## config.mk

```make
export PLATFORM = sky130hd
export DESIGN_NAME = alu_instr_decoder
export DESIGN_NICKNAME = d
export VERILOG_FILES = /design/src/rtl/alu_instr_decoder.sv
export SDC_FILE = /design/constraint.sdc
export NUM_CORES = 1
export LEC_CHECK = 0
export CORE_MARGIN = 1.5
export CORE_UTILIZATION = 42
export CTS_CLUSTER_SIZE = 30
export DETAILED_ROUTE_END_ITERATION = 16
export PLACE_DENSITY = 0.66
export SYNTH_ARGS = -nofsm -noshare
export SYNTH_HDL_FRONTEND = slang
export SYNTH_SLANG_ARGS = --single-unit
```

## constraint.sdc

```tcl
create_clock -name clk -period 17.8 [get_ports clk]
set_input_delay 5.34 -clock clk [delete_from_list [all_inputs] [get_ports clk]]
set_output_delay 5.34 -clock clk [all_outputs]
set_load 0.02 [all_outputs]
```

## src/rtl/alu_instr_decoder.sv

```systemverilog
// RV32I ALU instruction decoder: splits an instruction word into ALU fields,
// classifies it as R-type / I-type / illegal and queues it in a 2-entry buffer.
module alu_instr_decoder #(
    parameter int WIDTH     = 32,
    parameter int CNT_WIDTH = 16
) (
    input  logic                 clk,
    input  logic                 rst,
    input  logic                 in_valid,
    output logic                 in_ready,
    input  logic [WIDTH-1:0]     instr,
    output logic                 out_valid,
    input  logic                 out_ready,
    output logic [6:0]           opcode,
    output logic [2:0]           Funct3,
    output logic [6:0]           Funct7,
    output logic [11:0]          Imm_reg,
    output logic [4:0]           Shamt,
    output logic [4:0]           rs1_addr,
    output logic [4:0]           rs2_addr,
    output logic [4:0]           rd_addr,
    output logic                 is_rtype,
    output logic                 is_itype,
    output logic                 illegal,
    output logic [CNT_WIDTH-1:0] instr_count
);

    localparam logic [6:0] OP_RTYPE = 7'b0110011;
    localparam logic [6:0] OP_ITYPE = 7'b0010011;

    typedef struct packed {
        logic [6:0]  opcode;
        logic [2:0]  funct3;
        logic [6:0]  funct7;
        logic [11:0] imm;
        logic [4:0]  shamt;
        logic [4:0]  rs1;
        logic [4:0]  rs2;
        logic [4:0]  rd;
        logic        is_r;
        logic        is_i;
        logic        illegal;
    } entry_t;

    entry_t                 dec;
    entry_t                 mem_q [2];
    entry_t                 mem_d [2];
    entry_t                 head;
    logic                   rd_ptr_q, rd_ptr_d;
    logic                   wr_ptr_q, wr_ptr_d;
    logic [1:0]             occ_q, occ_d;
    logic [CNT_WIDTH-1:0]   cnt_q, cnt_d;
    logic                   push, pop;
    logic                   legal;
    logic [1:0]             wr_en;

    // Illegal entries keep the raw extracted fields and carry a zero immediate.
    always_comb begin
        dec         = '0;
        dec.opcode  = instr[6:0];
        dec.rd      = instr[11:7];
        dec.funct3  = instr[14:12];
        dec.rs1     = instr[19:15];
        dec.rs2     = instr[24:20];
        dec.funct7  = instr[31:25];
        dec.shamt   = instr[24:20];
        legal       = 1'b0;
        if (instr[6:0] == OP_RTYPE) begin
            legal = (instr[31:25] == 7'b0000000) ||
                    (instr[31:25] == 7'b0100000 &&
                     (instr[14:12] == 3'b000 || instr[14:12] == 3'b101));
            dec.is_r = legal;
        end else if (instr[6:0] == OP_ITYPE) begin
            case (instr[14:12])
                3'b001:  legal = (instr[31:25] == 7'b0000000);
                3'b101:  legal = (instr[31:25] == 7'b0000000) ||
                                 (instr[31:25] == 7'b0100000);
                default: legal = 1'b1;
            endcase
            if (legal) begin
                dec.is_i = 1'b1;
                dec.imm  = instr[31:20];
                dec.rs2  = 5'd0;
                if (instr[14:12] != 3'b001 && instr[14:12] != 3'b101) begin
                    dec.funct7 = 7'd0;
                    dec.shamt  = 5'd0;
                end
            end
        end
        dec.illegal = !legal;
    end

    assign in_ready  = rst && (occ_q != 2'd2);
    assign out_valid = (occ_q != 2'd0);
    assign push      = in_valid && in_ready;
    assign pop       = out_valid && out_ready;
    assign head      = mem_q[rd_ptr_q];

    for (genvar gi = 0; gi < 2; gi++) begin : g_wr_en
        assign wr_en[gi] = push && (wr_ptr_q == 1'(gi));
    end

    always_comb begin
        for (int i = 0; i < 2; i++) begin
            mem_d[i] = wr_en[i] ? dec : mem_q[i];
        end
        wr_ptr_d = push ? ~wr_ptr_q : wr_ptr_q;
        rd_ptr_d = pop  ? ~rd_ptr_q : rd_ptr_q;
        occ_d    = occ_q + 2'(push) - 2'(pop);
        cnt_d    = cnt_q;
        if (pop && !head.illegal && cnt_q != '1) begin
            cnt_d = cnt_q + 1'b1;
        end
    end

    always_ff @(posedge clk) begin
        if (!rst) begin
            for (int i = 0; i < 2; i++) begin
                mem_q[i] <= '0;
            end
            wr_ptr_q <= 1'b0;
            rd_ptr_q <= 1'b0;
            occ_q    <= 2'd0;
            cnt_q    <= '0;
        end else begin
            for (int i = 0; i < 2; i++) begin
                mem_q[i] <= mem_d[i];
            end
            wr_ptr_q <= wr_ptr_d;
            rd_ptr_q <= rd_ptr_d;
            occ_q    <= occ_d;
            cnt_q    <= cnt_d;
        end
    end

    // Fields read as zero whenever the buffer is empty.
    assign opcode      = out_valid ? head.opcode  : '0;
    assign Funct3      = out_valid ? head.funct3  : '0;
    assign Funct7      = out_valid ? head.funct7  : '0;
    assign Imm_reg     = out_valid ? head.imm     : '0;
    assign Shamt       = out_valid ? head.shamt   : '0;
    assign rs1_addr    = out_valid ? head.rs1     : '0;
    assign rs2_addr    = out_valid ? head.rs2     : '0;
    assign rd_addr     = out_valid ? head.rd      : '0;
    assign is_rtype    = out_valid && head.is_r;
    assign is_itype    = out_valid && head.is_i;
    assign illegal     = out_valid && head.illegal;
    assign instr_count = cnt_q;

endmodule

```

==> results by stage, run 1 <==
Timing:
- The final cycle utilization of the critical path is about 73%.
- The tightest hold path in the finished design has a slack of approximately 0.51 ns.
- Timing would allow up to about 77 MHz.
- The transition time at the pin with the least slew margin is around 0.95 ns.
- The sum of negative setup slack is 0 ns.
- The relative slew slack is between 30 and 40%.
- The count of final max-slew check failures was 0.
- The largest clock skew in the final design is 0.006465 ns.
- The number of setup violations in the final report is 0.
- Setup repair after global routing left no endpoint under its margin.
- After layout, the minimum clock period comes to 13.05 ns.
- The number of hold-slack violations in the final timing report is 0.

Synthesis:
- The fraction of the mapped netlist area in compound gates is under 10%.
- The mux share of post-synthesis cell area is 11.20%.
- The xor/xnor share of the synthesized area is less than 1%.
- The number of unique standard cell types used by synthesis is 42.
- In the synthesized netlist the async set-or-reset flop fraction comes to 0%.
- After synthesis, the largest family of logic cells by area is simple AND/OR/NAND/NOR gates.
- The synthesized netlist devotes less than 1% of its cell area to adder and majority cells.
- Averaged over all synthesized cells, the footprint is approximately 13 µm².
- The sequential-to-total area share from yosys stat is between 60% and 70%.
- The synthesized instance count is 426.
- The number of nets in the synthesized netlist is around 470.
- The number of flops mapped to enable cells by yosys is approximately 100.
- Counting flops and latches in the post-synthesis netlist gives 125.
- Of the total synthesized cell area, the portion taken by AND, OR, NAND and NOR gates is 17.86%.
- The Yosys step of the flow raised 0 warnings.
- The mapped netlist covers roughly 0.0055 mm².
- The most used flip-flop cell after synthesis is edfxtp_1.

Worst setup path:
- The critical path data required time is approximately 12 ns.
- The worst setup path is captured at an output pin.
- The slowest stage of the critical path is the clkdlybuf4s50_1 cell.
- The number of buffers and inverters on the critical path is 3.
- The signal on the critical path passes through clkdlybuf4s50_1 -> inv_1 -> a21oi_1 -> clkdlybuf4s50_1.
- The cell seen most often among critical-path stages is clkdlybuf4s50_1.
- STA puts the critical path data arrival time at 7.71 ns.
- The largest single stage delay on the critical path is about 1.1 ns.
- STA classifies the critical path startpoint as a primary input.
- The worst setup path is of the primary input to output pin kind.
- Among cell families on the critical path, the largest total delay comes from buffers and inverters.
- The largest fanout on the critical path is 26.

Global route:
- The first-pass GRT wire length is about 17000 µm.
- Entering global routing, the biggest net connects 54 pins.
- The initial antenna violation count is 0.
- The residual overflow from global routing is 0.
- The number of global-route vias before repair is 3558.
- Global routing used 17.20% of the available tracks.

Floorplanning:
- The number of primary I/O pins is about 110.
- The chip height is approximately 120 µm.
- The effective utilization at floorplan is a little over two fifths.
- The site row count is 41.
- The die width is about 120 µm.
- The area of the placeable core is 0.01267 mm².
- The area enclosed by the die boundary is ~0.014 mm².

Finish:
- The library cells used most frequently in the layout, excluding fill and tap cells, are clkdlybuf4s50_1 (105), edfxtp_1 (104), mux2i_1 (60), nor2_1 (60), and2_1 (52).
- In the final design database the tool counted ~570 nets.
- The post-route cell area is 0.007263 mm².
- The total of fill cells in the finished design is roughly 1100.
- Cells fill a little under three fifths of the core in the end.
- Leaving out fill and tap cells, the most frequent cell in the layout is clkdlybuf4s50_1.
- The number of diodes added for antenna fixing is 0.
- The share of post-route cells with drive strength above 1 is under 10%.
- From synthesis to final layout, the design area changed by 32.38%.

Run:
- The number of max-cap violations is 0.

Power and ir drop:
- For this design the static power due to leakage is 0.002524 µW.
- Dividing total power by cell area gives a power density of roughly 130 mW/mm².
- The worst-case IR drop observed on VDD is between 0.06 and 0.07 mV.
- The design draws 910.6 µW.

Placed design:
- The congestion estimate from routability-driven global placement came to about 0.87.
- Detailed placement finished with a half-perimeter wire length of a little over 7000 µm.
- The quantity of I/O buffers inserted on ports is ~110.
- Once placement finished, the instance area stood at 0.006725 mm².

CTS:
- The count of clock tree sinks is about 130.
- Clock-pin slew was measured on the worst setup and hold paths at 0.05 ns.
- TritonCTS built the clock tree.
- The total of cells resized after clock tree synthesis is 0.
- The H-tree level count is 4.
- For the worst-skew pair, the clock arrives at the later sink with an insertion delay of approximately 0.40 ns.
- Once the clock tree was built, the setup fixing pass inserted 0 buffers.
- Buffers inserted during clock tree synthesis total 17.
- CTS placed an instance of clkbuf_16 at the clock tree root.
- The maximum count of clock buffers along a single path is 2.
- After clock tree synthesis, the flow added hold-fix buffers numbering 0.

Route:
- The count of antenna-violating nets left after detailed routing is 0.
- The routed design has 11400 µm of wire.
- After the first detailed-routing iteration, the DRC count stood at roughly 160.
- The ratio of routed vias to standard cells is slightly above 5.
- The number of detailed-routing iterations run before antenna repair is 4.
- The total via count after detailed routing is roughly 3600.
- The detailed-route DRC error count is 0.
- Dividing the detail-routed wire length by the instance count gives about 16 µm.

Run status:
- The flow ran to the end, and the final reports show no timing, DRC or antenna violations.

Hold path:
- The type of the tightest min-delay check is flip-flop to flip-flop.
==> cell type report <==
| cell class | count | area (µm²) | share of cell area [%] |
|---|---|---|---|
| Inverter | 7 | 26.28 | 0.3618 |
| Multi-Input combinational cell | 276 | 1863 | 25.65 |
| Timing Repair Buffer | 108 | 1074 | 14.78 |
| Clock buffer | 20 | 436.7 | 6.012 |
| Sequential cell | 125 | 3547 | 48.84 |
| Tap cell | 172 | 215.2 | 2.963 |
| Clock inverter | 11 | 101.3 | 1.395 |
==> power breakdown <==
group	switching [µW]	leakage [µW]	internal, µW
registers	33.9	0.00126	352
logic	110	0.00101	103
clock network	111	0.000261	201
total	255	0.00252	656
==> path summary, 6_finish.rpt <==
check                       start  cells past startpoint         endpoint  slack [ns]
setup / recovery              rst                      4         in_ready        4.75
hold / removal    instr_count[13]                      2  instr_count[13]        0.51
setup reg to reg        flip-flop                      4  instr_count[11]       15.23
hold reg to reg   instr_count[13]                      2  instr_count[13]        0.51
==> cells in the mapped netlist, types with 5 or more instances <==
library cell / number / area share (%)
nor4_1: 7 / 0.80
edfxtp_1: 104 / 57
nand4_1: 5 / 0.57
mux2i_1: 60 / 11
inv_1: 6 / 0.41
nand2_1: 23 / 1.6
nand2b_1: 8 / 0.91
nor3_1: 6 / 0.55
nor2_1: 61 / 4.2
and2_1: 52 / 5.9
clkbuf_1: 17 / 1.2
dfxtp_1: 21 / 7.7
==> stage by stage <==
step	std cells	setup slack [ns]
after global routing	719	4.638
after global placement	688	4.810
after floorplan	426	6.662
final	719	4.745
after detailed placement	688	4.766
after CTS	719	4.750
==> worst reg2reg max path, delay by kind of cell (launching register included) <==
kind	cells	cell delay (ns)
DFF	1	0.96
and+or+nand+nor	2	0.91
muxes	1	0.47
AOI/OAI and AO/OA	1	0.16
==> sequential cells by signal, summed over array words and instances (netlist names), named ones only <==
signal       flops
mem_q          104
wr_ptr_q         1
instr_count     16
rd_ptr_q         1
occ_q            2
==> kinds of logic (layout without fill, tap and decap cells) <==
kind of cell,Yosys count,after routing
simple gates,185,185
flops,125,125
mux,61,61
buf+inv,25,146
compound gates,22,22
xor+xnor,5,5
fa+ha+maj,3,3
==> per-layer routing <==
metal | vias to the layer above | global-route usage [%] | share of wire [%]
li1 | 1770 | - | -
met1 | 1741 | 21.10 | 42
met2 | 120 | 29.38 | 50
met3 | 9 | 4.016 | 6.2
met4 | 0 | 6.988 | 1.1
met5 | - | 0 | 0
Note: power is estimated with default switching activity, not from simulation.
==> inputs of run 2 (changes only) <==
- clock period: 17.8 -> 13.4 ns (I/O delays scaled with it)
==> run 2 against run 1 <==
Effect of this change:
- register-to-register slack lost 4.4 ns
- hold slack lost 0.0042 ns
- non-clock buffer count rose by 1
- first-iteration DRC count is 26% higher
- global-route usage rose by 0.49 points
- power grew 38%
- final area rose by 1.0%
- combinational power is 33% higher
- cell count rose by 0.28%
- highest routed layer unchanged
==> results by stage, run 2 (synthesized netlist as in run 1, its figures left out) <==
Global route:
- The overall global routing resource usage came to 17.69% (was 17.20%).
- The maximum number of pins on one net before global-route repair came to 54 (unchanged).
- The residual overflow from global routing came to 0 (unchanged).
- The initial antenna violation count is 0 (unchanged).
- The number of global-route vias before repair was 3624 (was 3558).
- The first-pass GRT wire length is 17900 µm (was 17440 µm).

Placed design:
- The routability congestion estimate from global placement is 0.8802 (was 0.8728).
- The quantity of I/O buffers inserted on ports is 105 (unchanged).
- The worst setup timing slack at the placement stage is 3.590 ns (was 4.766 ns).
- The half-perimeter wire length of the detailed placement result came to 7221 µm (was 7264 µm).
- The placed standard-cell area is 0.006733 mm² (was 0.006725 mm²).

Power and ir drop:
- The switching power share of the total was 27.61% (was 27.95%).
- The clock share of power is 36.9% (was 34.3%).
- The leakage power figure is 0.002558 µW (was 0.002524 µW).
- The maximum resistive drop on vdd is 0.08745 mV (was 0.06712 mV).
- The ratio of total power to cell area is 171.6 mW/mm² (was 125.4 mW/mm²).
- The sequential group share of total power came to 40.7% (was 42.4%).
- The internal power component came to 911.4 µW (was 656.0 µW).
- The fraction of power consumed by combinational cells is 22.4% (was 23.3%).
- The power after layout is 1259 µW (was 910.6 µW).
- The switching power came to 347.6 µW (was 254.5 µW).

Timing:
- The transition time at the pin with the least slew margin is 0.9170 ns (was 0.9483 ns).
- The sum of negative setup slack came to 0 ns (unchanged).
- The largest clock skew in the final design is 0.008925 ns (was 0.006465 ns).
- RSZ-0062 raised after global routing: no (unchanged).
- The top achievable clock speed is slightly above 100 MHz.
- The number of hold-slack violations in the final timing report came to 0 (unchanged).
- The relative slew slack came to 38.87% (was 36.58%).
- The smallest setup slack after layout is 3.585 ns (was 4.745 ns).
- The number of setup violations in the final report was 0 (unchanged).
- The final period demand of the worst path is about 10 ns.
- Of the available clock period, the critical path in the final layout requires between 70% and 80%.
- The count of final max-slew check failures is 0 (unchanged).

Finish:
- The share of post-route cells with drive strength above 1 came to 7.468% (was 6.216%).
- Commonest non-fill, non-tap cells in the layout: clkdlybuf4s50_1 (105), edfxtp_1 (104), mux2i_1 (60), nor2_1 (60), and2_1 (52) (unchanged).
- The area of the multi-input gates was 0.001863 mm² (unchanged).
- The net total in the final layout came to 575 (was 574).
- The largest register by flop count is mem_q (unchanged).
- The total of fill cells in the finished design is 1049 (was 1076).
- The number of diodes added for antenna fixing is 0 (unchanged).
- The post-synthesis to final-layout area growth came to 33.73% (was 32.38%).
- The flip-flop count of the largest register, all copies and words added is 104 (unchanged).
- The post-route cell area is 0.007337 mm² (was 0.007263 mm²).
- The flip-flop and latch area came to 0.003547 mm² (unchanged).
- The most common cell after layout, fill and taps aside is clkdlybuf4s50_1 (unchanged).

Route:
- The detailed-route DRC error count is 0 (unchanged).
- The initial DRC count is 195 (was 155).
- The count of antenna-violating nets left after detailed routing is 0 (unchanged).
- The ratio of routed vias to standard cells came to 5.101 (was 5.063).
- The wire length per cell is 15.86 µm (about the same).
- The number of detailed-routing iterations run before antenna repair was 4 (unchanged).
- The total wirelength of the detailed-routed design came to 11440 µm (was 11400 µm).
- The total via count after detailed routing came to 3678 (was 3640).

CTS:
- The count of buffers added by post-CTS timing repair for setup is 0 (unchanged).
- The H-tree level count was 4 (unchanged).
- The clock tree root driver cell is clkbuf_16 (unchanged).
- The source-to-sink clock delay at the later pin of the worst-skew pair is 0.41 ns (was 0.40 ns).
- The number of clock buffers inserted by TritonCTS was 17 (unchanged).
- The clock slew at the register clock pins of the worst setup and hold paths is 0.05 ns (about the same).
- The count of clock tree sinks is 125 (unchanged).
- The maximum count of clock buffers along a single path was 2 (unchanged).
- The CTS tree is done (unchanged).
- The count of hold buffers inserted by post-cts repair is 0 (unchanged).
- The total of cells resized after clock tree synthesis is 0 (unchanged).

Worst setup path:
- The critical path's largest stage delay is 0.63 ns (was 1.09 ns).
- The cell with the largest stage delay on the worst path is clkdlybuf4s50_1 (unchanged).
- The type of origin of the critical path is a primary input (unchanged).
- The combined buffer and inverter count along the critical path is 4 (was 3).
- The type of the setup path with the least slack is primary input to output pin (unchanged).
- The type of destination of the critical path is an output pin (unchanged).
- The critical path data required time is 9.38 ns (was 12.46 ns).
- The cell seen most often among critical-path stages is clkdlybuf4s50_1 (unchanged).
- The family with the most delay on the worst path is buffers and inverters (unchanged).
- Cell-by-cell listing of the critical path: clkdlybuf4s50_1 -> buf_4 -> inv_1 -> a21oi_1 -> clkdlybuf4s50_1 (was clkdlybuf4s50_1 -> inv_1 -> a21oi_1 -> clkdlybuf4s50_1).
- The data arrival time of the critical path was 5.79 ns (was 7.71 ns).
- The largest fanout on the critical path is 26 (unchanged).

Floorplanning:
- The effective utilization at floorplan was 43.30% (unchanged).
- The number of primary I/O pins is 106 (unchanged).
- The chip height is 117.3 µm (unchanged).
- The area enclosed by the die boundary is 0.01376 mm² (unchanged).
- The area of the placeable core is 0.01267 mm² (unchanged).
- The die width is 117.3 µm (unchanged).
- The site row count is 41 (unchanged).

Hold path:
- The type of the tightest min-delay check is flip-flop to flip-flop (unchanged).

Run status:
- Outcome: complete, no violations (unchanged).

Run:
- The number of max-cap violations is 0 (unchanged).
-- run 2: cell count changes in the layout (fill, tap and decap cells not counted) --
cell        before  now
clkinvlp_4       1    3
bufinv_16        2    4
buf_4            3    4
clkbuf_1         3    1
clkinv_2         3    5
clkinv_1         5    2
-- run 2: final cells by class --
cell class	instances	area share (%)
clock buffer	18	5.849
clock inverter	14	2.387
inverter	7	0.3581
multi-input combinational	276	25.39
sequential	125	48.35
tap	172	2.933
timing repair buffer	109	14.73
-- run 2: final timing paths --
kind / to / slack, ns / startpoint / cells after the start
max reg2reg: instr_count[11] / 10.86 / flip-flop / 4
min: instr_count[13] / 0.51 / instr_count[13] / 2
max: in_ready / 3.59 / rst / 5
min reg2reg: instr_count[13] / 0.51 / instr_count[13] / 2
-- run 2: routing by layer --
layer	vias to the layer above	part of all wire (%)	track usage, %
met2	110	51	30.39
met3	12	4.8	4.428
li1	1768	-	-
met5	-	0	0
met4	0	1.1	6.104
met1	1788	44	21.82
-- run 2: power groups by stage --
stage	clock [µW]	sequential, µW	combinational, µW
6_report	465	512	282
5_1_grt	491	519	305
4_1_cts	472	514	287
3_5_place_dp	0	521	286
3_3_place_gp	0	519	282
2_1_floorplan	0	488	191
-- run 2: worst register-to-register path, stage by stage, from the launching register on --
cell and delay [ns]:
dfxtp_4 0.96, mux2i_2 0.48, nand4_1 0.34, or4_1 0.55
a21oi_1 0.15
-- run 2: metrics by stage --
stage	utilization, %	instances	hold slack, ns
finish	57.90	721	0.5075
global placement	53.14	689	0.4944
detailed placement	53.14	689	0.4866
CTS	57.90	721	0.5053
global route	57.90	721	0.5457
floorplan	-	426	0.4813
